$ cat src/rtl/seg7_pkg.sv
// Shared BCD digit width, 7-segment code table and decode helper for the
// six-digit timer.
package seg7_pkg;

    localparam int BCD_W = 4;
    localparam int SEG_W = 7;
    localparam int N_DIGITS = 6;

    typedef logic [BCD_W-1:0] bcd_t;
    typedef logic [SEG_W-1:0] seg_t;

    localparam bcd_t BCD_MAX   = 4'd9;
    localparam seg_t SEG_BLANK = 7'h7F;

    // Active-low segments, bit0 = a ... bit6 = g. Codes 10..15 cannot occur in
    // a healthy counter, so they show blank rather than a misleading glyph.
    function automatic seg_t seg7_decode(input bcd_t d);
        seg_t seg;
        case (d)
            4'd0:    seg = 7'h40;
            4'd1:    seg = 7'h79;
            4'd2:    seg = 7'h24;
            4'd3:    seg = 7'h30;
            4'd4:    seg = 7'h19;
            4'd5:    seg = 7'h12;
            4'd6:    seg = 7'h02;
            4'd7:    seg = 7'h78;
            4'd8:    seg = 7'h00;
            4'd9:    seg = 7'h10;
            default: seg = SEG_BLANK;
        endcase
        return seg;
    endfunction

endpackage

$ cat src/rtl/seg7_timer_core_clock_div.sv
// Free-running clock-enable generator: one-cycle tick every DIV clocks,
// DIV = CLK_IN_HZ / CLK_OUT_HZ (must be at least 2).
module clock_div #(
    parameter int CLK_IN_HZ  = 50000000,
    parameter int CLK_OUT_HZ = 200000
) (
    input  logic clk,
    input  logic rst,
    output logic tick
);
    localparam int DIV   = CLK_IN_HZ / CLK_OUT_HZ;
    localparam int CNT_W = $clog2(DIV);
    localparam logic [CNT_W-1:0] LAST = CNT_W'(DIV - 1);

    logic [CNT_W-1:0] r_cnt;
    logic             w_last;

    assign w_last = (r_cnt == LAST);

    // Count 0..DIV-1 and wrap; reset restarts the period so the first tick
    // lands DIV cycles after release.
    always_ff @(posedge clk) begin
        if (rst) begin
            r_cnt <= '0;
        end else if (w_last) begin
            r_cnt <= '0;
        end else begin
            r_cnt <= r_cnt + CNT_W'(1);
        end
    end

    assign tick = w_last;

endmodule

$ cat src/rtl/seg7_timer_core_seg7_counter.sv
// One decimal digit of the timer: 0..9 counter with combinational ripple
// carry and a 7-segment decode of the registered count.
module seg7_counter
    import seg7_pkg::*;
(
    input  logic clk,
    input  logic rst,
    input  logic en_in,
    output bcd_t count,
    output seg_t seg7_out,
    output logic carry_out
);
    bcd_t r_count;
    bcd_t w_next;
    logic w_at_max;

    // Next count: advance when enabled, wrapping 9 -> 0.
    always_comb begin
        w_at_max = (r_count == BCD_MAX);
        w_next   = r_count;
        if (en_in) begin
            w_next = w_at_max ? '0 : r_count + bcd_t'(1);
        end
    end

    // Count register; reset wins over any enable.
    always_ff @(posedge clk) begin
        if (rst) begin
            r_count <= '0;
        end else begin
            r_count <= w_next;
        end
    end

    // Carry is combinational so the next digit moves on the same edge;
    // reset kills it so a carry pending at reset cannot leak through.
    assign carry_out = en_in & w_at_max & ~rst;
    assign count     = r_count;
    assign seg7_out  = seg7_decode(r_count);

endmodule

$ cat src/rtl/seg7_timer_core.sv
// Six-digit BCD timer: a clock divider enables digit 0, and the digits ripple
// their carries combinationally so the whole count moves on one edge.
module seg7_timer_core
    import seg7_pkg::*;
#(
    parameter int CLK_IN_HZ  = 50000000,
    parameter int CLK_OUT_HZ = 200000
) (
    input  logic                       clk,
    input  logic                       rst,
    input  logic                       run,
    output logic [N_DIGITS*BCD_W-1:0]  bcd,
    output seg_t                       digit0,
    output seg_t                       digit1,
    output seg_t                       digit2,
    output seg_t                       digit3,
    output seg_t                       digit4,
    output seg_t                       digit5,
    output logic                       tick,
    output logic                       carry_out
);
    logic w_tick;
    logic w_en [N_DIGITS+1];
    bcd_t w_count [N_DIGITS];
    seg_t w_seg [N_DIGITS];

    clock_div #(
        .CLK_IN_HZ  (CLK_IN_HZ),
        .CLK_OUT_HZ (CLK_OUT_HZ)
    ) u_div (
        .clk  (clk),
        .rst  (rst),
        .tick (w_tick)
    );

    // The divider never stops; run only gates whether a tick reaches digit 0,
    // so a tick arriving with run low is simply dropped.
    assign w_en[0] = w_tick & run;

    seg7_counter u_dig0 (.clk(clk), .rst(rst), .en_in(w_en[0]), .count(w_count[0]),
                         .seg7_out(w_seg[0]), .carry_out(w_en[1]));
    seg7_counter u_dig1 (.clk(clk), .rst(rst), .en_in(w_en[1]), .count(w_count[1]),
                         .seg7_out(w_seg[1]), .carry_out(w_en[2]));
    seg7_counter u_dig2 (.clk(clk), .rst(rst), .en_in(w_en[2]), .count(w_count[2]),
                         .seg7_out(w_seg[2]), .carry_out(w_en[3]));
    seg7_counter u_dig3 (.clk(clk), .rst(rst), .en_in(w_en[3]), .count(w_count[3]),
                         .seg7_out(w_seg[3]), .carry_out(w_en[4]));
    seg7_counter u_dig4 (.clk(clk), .rst(rst), .en_in(w_en[4]), .count(w_count[4]),
                         .seg7_out(w_seg[4]), .carry_out(w_en[5]));
    seg7_counter u_dig5 (.clk(clk), .rst(rst), .en_in(w_en[5]), .count(w_count[5]),
                         .seg7_out(w_seg[5]), .carry_out(w_en[6]));

    assign bcd = {w_count[5], w_count[4], w_count[3], w_count[2], w_count[1], w_count[0]};

    assign digit0 = w_seg[0];
    assign digit1 = w_seg[1];
    assign digit2 = w_seg[2];
    assign digit3 = w_seg[3];
    assign digit4 = w_seg[4];
    assign digit5 = w_seg[5];

    assign tick      = w_tick;
    // Enable of a virtual seventh digit: high only on the 999999 -> 000000 edge.
    assign carry_out = w_en[N_DIGITS];

endmodule

$ cat config.mk
export PLATFORM = sky130hd
export DESIGN_NAME = seg7_timer_core
export DESIGN_NICKNAME = d
export VERILOG_FILES = /design/src/rtl/seg7_pkg.sv /design/src/rtl/seg7_timer_core_clock_div.sv /design/src/rtl/seg7_timer_core_seg7_counter.sv /design/src/rtl/seg7_timer_core.sv
export SDC_FILE = /design/constraint.sdc
export NUM_CORES = 1
export LEC_CHECK = 0
export CAP_MARGIN = 10
export CORE_UTILIZATION = 39
export DETAILED_ROUTE_END_ITERATION = 8
export SYNTH_ARGS = -nofsm -noshare
export SYNTH_HDL_FRONTEND = slang
export SYNTH_SLANG_ARGS = --single-unit
$ cat constraint.sdc
create_clock -name clk -period 3.67 [get_ports clk]
set_input_delay 0.734 -clock clk [delete_from_list [all_inputs] [get_ports clk]]
set_output_delay 0.734 -clock clk [all_outputs]
set_load 0.01 [all_outputs]
# Yosys cells after proc, flatten, opt, wreduce, memory -nomap -nowiden
# Memory sizes are Yosys's and may differ from the RTL's. A register that Yosys moved wholly into a read port is not among the register bits.
# Cells that the tools add are included.
[word_totals]
n_memories = 6
output_inout_bits = 68
input_bits = 3
ff_bits = 32
wordCells = 60
rom_bits = 672
[op_classes]
muxes = 18
n_bitwise = 14
n_addsub = 7
eq_ne = 7
n_reduce_logical = 1
[mem_list]
columns = ["memory", "depth", "word_bits", "read_ports", "rd_clocked_by_memory_dff", "write_ports", "line_no", "text"]
rows = [
  ["(no name shown)", 16, 7, 1, 1, 0, "seg7_pkg.sv:19", "case (d)"],
  ["(no name shown)", 16, 7, 1, 1, 0, "seg7_pkg.sv:19", ""],
  ["(no name shown)", 16, 7, 1, 1, 0, "seg7_pkg.sv:19", ""],
  ["(no name shown)", 16, 7, 1, 1, 0, "seg7_pkg.sv:19", ""],
  ["(no name shown)", 16, 7, 1, 1, 0, "seg7_pkg.sv:19", ""],
  ["(no name shown)", 16, 7, 1, 1, 0, "seg7_pkg.sv:19", ""],
]
[ops]
columns = ["operator", "n"]
rows = [
  ["$mux W4", 18],
  ["$add A4 B1 Y4 const B", 6],
  ["$eq A4 B4 Y1 const B", 6],
  ["$and A1 B1 Y1", 13],
  ["$add A8 B1 Y8 const B", 1],
  ["$eq A8 B8 Y1 const B", 1],
  ["$reduce_or A2 Y1", 1],
  ["$not A1 Y1", 1],
]

# Longest topological paths before layout
[depth]
word_depth = 14
depth_mapped = 16
mapped_depth_nobuf = 15

# Modules after synthesis
# Synthesis repeated with hierarchy kept, for this count alone.
[unflattened]
hier_cells = 511
hier_area_um2 = 4725.8
[by_module_without_submodules]
columns = ["mod", "area_each_um2", "cells_per_inst", "seq_area_each_um2", "instances"]
rows = [
  ["seg7_counter", 725.7, 78, 220.2, 6],
  ["clock_div", 365.4, 42, 160.2, 1],
  ["seg7_timer_core", 6.3, 1, 0.0, 1],
]

# Least setup slack after synthesis
# OpenSTA, ideal clock, no wires.
[synth_timing]
kind = "input port to flip-flop"
from = "input port rst"
to = "register, netlist name u_dig5.seg7_out[0]"
path_slack_ps = 335
t_required_ps = 3543
path_buffers = 1
setup_ps = 127
t_arrival_ps = 3209
path_stages = 14
path_cell_list = "nand3b_1 > or4_4 > nor3_2 > buf_2 > mux2i_1 > nor2_1 > inv_1 > ha_1 > nand2b_1 > a21boi_0 > o21ai_0 > a31o_2 > nor3_1 > a21oi_1"
[synth_between]
elab_chain_len = 12
[synth_lines]
columns = ["item", "line_no", "text"]
rows = [
  ["start: declaration", "seg7_timer_core.sv:10", "input logic rst,"],
  ["$not A1 Y1", "seg7_timer_core_seg7_counter.sv:37", "assign carry_out = en_in & w_at_max & ~rst;"],
  ["$and A1 B1 Y1 (9 in a row)", "seg7_timer_core_seg7_counter.sv:37", ""],
  ["$mux W4 (no source line)", "--", ""],
  ["$mux W4 (no source line) (*)", "--", ""],
]
# Mark *: on every way between the ends. The rest lies on a longest branch, timed or not.
# A chain may end at the register's enable or synchronous reset.

# Worst setup path in the final report
[layout_timing]
from = "input port run"
to = "output port carry_out"
[layout_between]
elab_chain_len = 13
[layout_lines]
columns = ["item", "line_no", "text"]
rows = [
  ["start: declaration", "seg7_timer_core.sv:11", "input logic run,"],
  ["$and A1 B1 Y1", "seg7_timer_core.sv:38", "assign w_en[0] = w_tick & run;"],
  ["$and A1 B1 Y1 (12 in a row)", "seg7_timer_core_seg7_counter.sv:37", ""],
  ["end: declaration", "seg7_timer_core.sv:20", "output logic carry_out"],
]
# No other way between the ends.

==> impl_metrics.py <==
metrics = {
    "setup_path": {
        "worstPathCellList": "clkdlybuf4s50_1, nand4b_1, nor4_4, nand4_1, nor3_1, clkdlybuf4s50_1",
        "arrival_ps": 2770,
        "crit_slowest_cell": "clkdlybuf4s50_1",
        "required_ps": 2940,
        "crit_type": "in -> out",
        "critPathLaunchType": "primary input",
        "cp_common_cell": "clkdlybuf4s50_1",
        "cp-end-kind": "output port",
        "cp_max_fo": 4,
        "max_stage_delay_ps": 600,
    },
    "global_route": {
        "met1_usage_pct": 27.3,
        "grt_busiest_layer": "met2",
        "grt_pass1_wl_mm": 18.4,
        "grt_util_met3_pct": 3.23,
        "grt_use_total_pct": 19.7,
        "grt_pass1_vias": 3841,
        "grt_max_degree": 36,
        "use_met2_pct": 30.0,
        "grt_overflow": 0,
        "antenna_found_initial": 0,
    },
    "sta": {
        "rsz0062_at_grt": "false",
        "period_minus_slack_ps": 3510,
        "worst_pin_slew_ps": 684,
        "finalSetupViolCount": 0,
        "drv_slew": 0,
        "relSlewSlack_pct": 54.0,
        "skew_ps": 6.28,
        "tns_ps": 0,
        "hold_viol": 0,
        "finalCritPeriodShare_pct": 95.6,
        "max_freq_mhz": 285,
    },
    "clocking": {
        "postCtsResizedCells": 0,
        "clk_pin_slew_ps": 50,
        "cts.path.max_buffers": 2,
        "clk_latency_ps": 340,
        "cts-buffers-inserted": 9,
        "cts_hold_buf": 0,
        "cts_tree": "yes",
        "postCtsSetupRepairBufs": 0,
        "htreeDepth": 3,
        "numClockSinks": 74,
        "cts-root-buf": "clkbuf_16",
    },
    "final_layout": {
        "syn_to_final_growth_pct": 28.7,
        "utilization_pct": 52.4,
        "drive_above_1_share_pct": 10.0,
        "fin_nets": 670,
        "nFillCells": 1070,
        "diodes": 0,
    },
    "job": {
        "cap_violations": 0,
    },
    "synthesis": {
        "synth_edf_count": 0,
        "synthCells": 562,
        "ys.warnings.count": 0,
        "yosys-top-cells-area": "dfxtp_1, ha_1, a21oi_1",
        "synth_seq_cells": 74,
        "ys_seq_area_share_pct": 33.1,
        "syn_nets": 597,
        "synth_ff_type": "dfxtp_1",
        "synth_area_leader_cell": "dfxtp_1",
        "async_flop_share_pct": 0,
        "netlist_area_mm2": 0.00447,
        "synth.top_cell.area_share_pct": 33.1,
        "syn_avg_cell_area_um2": 7.95,
        "ys_types": 66,
    },
    "power_and_ir_drop": {
        "p_comb_share_pct": 1.9,
        "powerDensity_mw_per_mm2": 318,
        "power_switching_uw": 364,
        "leakage_nw": 2.16,
        "p_int_mw": 1.47,
        "p_clk_share_pct": 53.9,
        "irDropWorstVdd_uv": 198,
        "p_sw_share_pct": 19.9,
        "power_frac_seq_pct": 44.2,
    },
    "route": {
        "drtPass1Iterations": 4,
        "finalWirelength_mm": 11.3,
        "route.detailed.drc": 0,
        "antenna_left": 0,
        "avgRoutedWirePerCell_um": 14.5,
        "viasPerCell": 5.49,
        "num_vias": 4279,
        "drtIter0Drc": 231,
    },
    "die": {
        "dieArea_mm2": 0.0119,
        "pin_count": 71,
        "initial_core_util_pct": 40.7,
        "die_w_um": 109,
        "row_count": 38,
        "die_h_um": 109,
        "coreArea_mm2": 0.0110,
    },
    "outcome": {
        "outcome": "finished, final reports clean",
    },
    "place": {
        "io_buffers": 70,
        "dp_hpwl_mm": 8.08,
        "place_congestion": 0.869,
    },
    "min_path": {
        "min-delay-path-class": "reg -> reg",
    },
}
==> layout by cell type (no fill, tap or decap), types with 10 or more instances in the layout <==
master,synthesis,routed
ha_1,32,32
xnor2_1,13,13
nand3_1,16,16
inv_1,31,31
a21oi_1,45,45
mux2i_1,10,10
buf_4,0,25
o21ai_0,32,32
nand2_1,55,55
nor3_1,13,13
dfxtp_1,74,74
clkdlybuf4s50_1,0,69
o22ai_1,12,12
nor2_1,53,53
==> power groups by stage <==
stage / sequential [mW] / clock [mW] / combinational, mW
final: 0.809 / 0.986 / 0.0353
after global routing: 0.809 / 1.05 / 0.0394
after CTS: 0.809 / 1.01 / 0.0356
after detailed placement: 0.827 / 0 / 0.0355
after global placement: 0.827 / 0 / 0.0344
after floorplan: 0.826 / 0 / 0.0242
==> path summary, 6_finish.rpt <==
| path | depth (start not counted) | start | slack, ps | to |
|---|---|---|---|---|
| worst max-delay path | 6 | run | 160 | carry_out |
| worst min-delay path | 1 | u_div.r_cnt[0] | 470 | u_div.r_cnt[0] |
| worst max register to register | 14 | u_div.r_cnt[0] | 420 | u_dig5.seg7_out[0] |
| worst min register to register | 1 | u_div.r_cnt[0] | 470 | u_div.r_cnt[0] |
==> cells by family after synthesis <==
group / count (synthesis) / synth area share [%]
simple gates: 209 / 24.0
flops: 74 / 33.1
mux: 14 / 3.50
fa+ha+maj: 32 / 8.96
buf+inv: 64 / 5.40
xor+xnor: 18 / 3.53
compound gates: 151 / 21.4
==> routing by layer <==
| metal | wire length (um) | part of all wire (%) |
|---|---|---|
| met5 | 0 | 0 |
| met4 | 184 | 1.6 |
| met3 | 523 | 4.6 |
| met2 | 5060 | 45 |
| met1 | 5500 | 49 |
==> critical path, delay by kind of cell <==
family / cells / cell delay [ps]
and+or+nand+nor: 4 / 930
buffers and inverters: 2 / 1110
==> stage by stage <==
stage | hold WS [ps] | std cells | setup slack, ps | area [um2] | total power, mW
2_1_floorplan | 434 | 562 | 335 | 4470 | 0.850
3_3_place_gp | 444 | 764 | 76.7 | 5400 | 0.861
3_5_place_dp | 462 | 764 | -6.86 | 5400 | 0.862
4_1_cts | 475 | 780 | 119 | 5740 | 1.86
5_1_grt | 496 | 780 | 2.27 | 5750 | 1.90
6_report | 473 | 780 | 161 | 5750 | 1.83
==> registers in the layout, indices dropped and copies added (netlist names) <==
register         count
u_dig0.count         4
u_dig0.seg7_out      7
u_dig1.count         4
u_dig1.seg7_out      7
u_dig2.count         4
u_dig2.seg7_out      7
u_dig3.count         4
u_dig3.seg7_out      7
u_dig4.count         4
u_dig4.seg7_out      7
u_dig5.count         4
u_dig5.seg7_out      7
u_div.r_cnt          8
==> layout make-up <==
type / instances / area [um2] / area share [%]
sequential: 74 / 1480 / 25.8
clock inverter: 4 / 72.6 / 1.26
inverter: 31 / 116 / 2.02
timing repair buffer: 95 / 883 / 15.4
multi-input combinational: 424 / 2760 / 47.9
tap: 140 / 175 / 3.05
clock buffer: 12 / 267 / 4.63
==> cells in the mapped netlist, types with 5 or more instances <==
| cell type | n |
|---|---|
| inv_1 | 31 |
| or2_2 | 9 |
| a211oi_1 | 6 |
| xnor2_1 | 13 |
| and3_1 | 5 |
| nand4_1 | 8 |
| mux2i_1 | 10 |
| nand2_1 | 55 |
| dfxtp_1 | 74 |
| nor3_1 | 13 |
| nand2b_1 | 6 |
| o22ai_1 | 12 |
| ha_1 | 32 |
| o21ai_0 | 32 |
| a21oi_1 | 45 |
| nor2_1 | 53 |
| nor2b_1 | 9 |
| clkbuf_1 | 31 |
| a31oi_1 | 5 |
| xor2_1 | 5 |
| nand3_1 | 16 |
No activity file was read; power rests on OpenSTA's default activity.
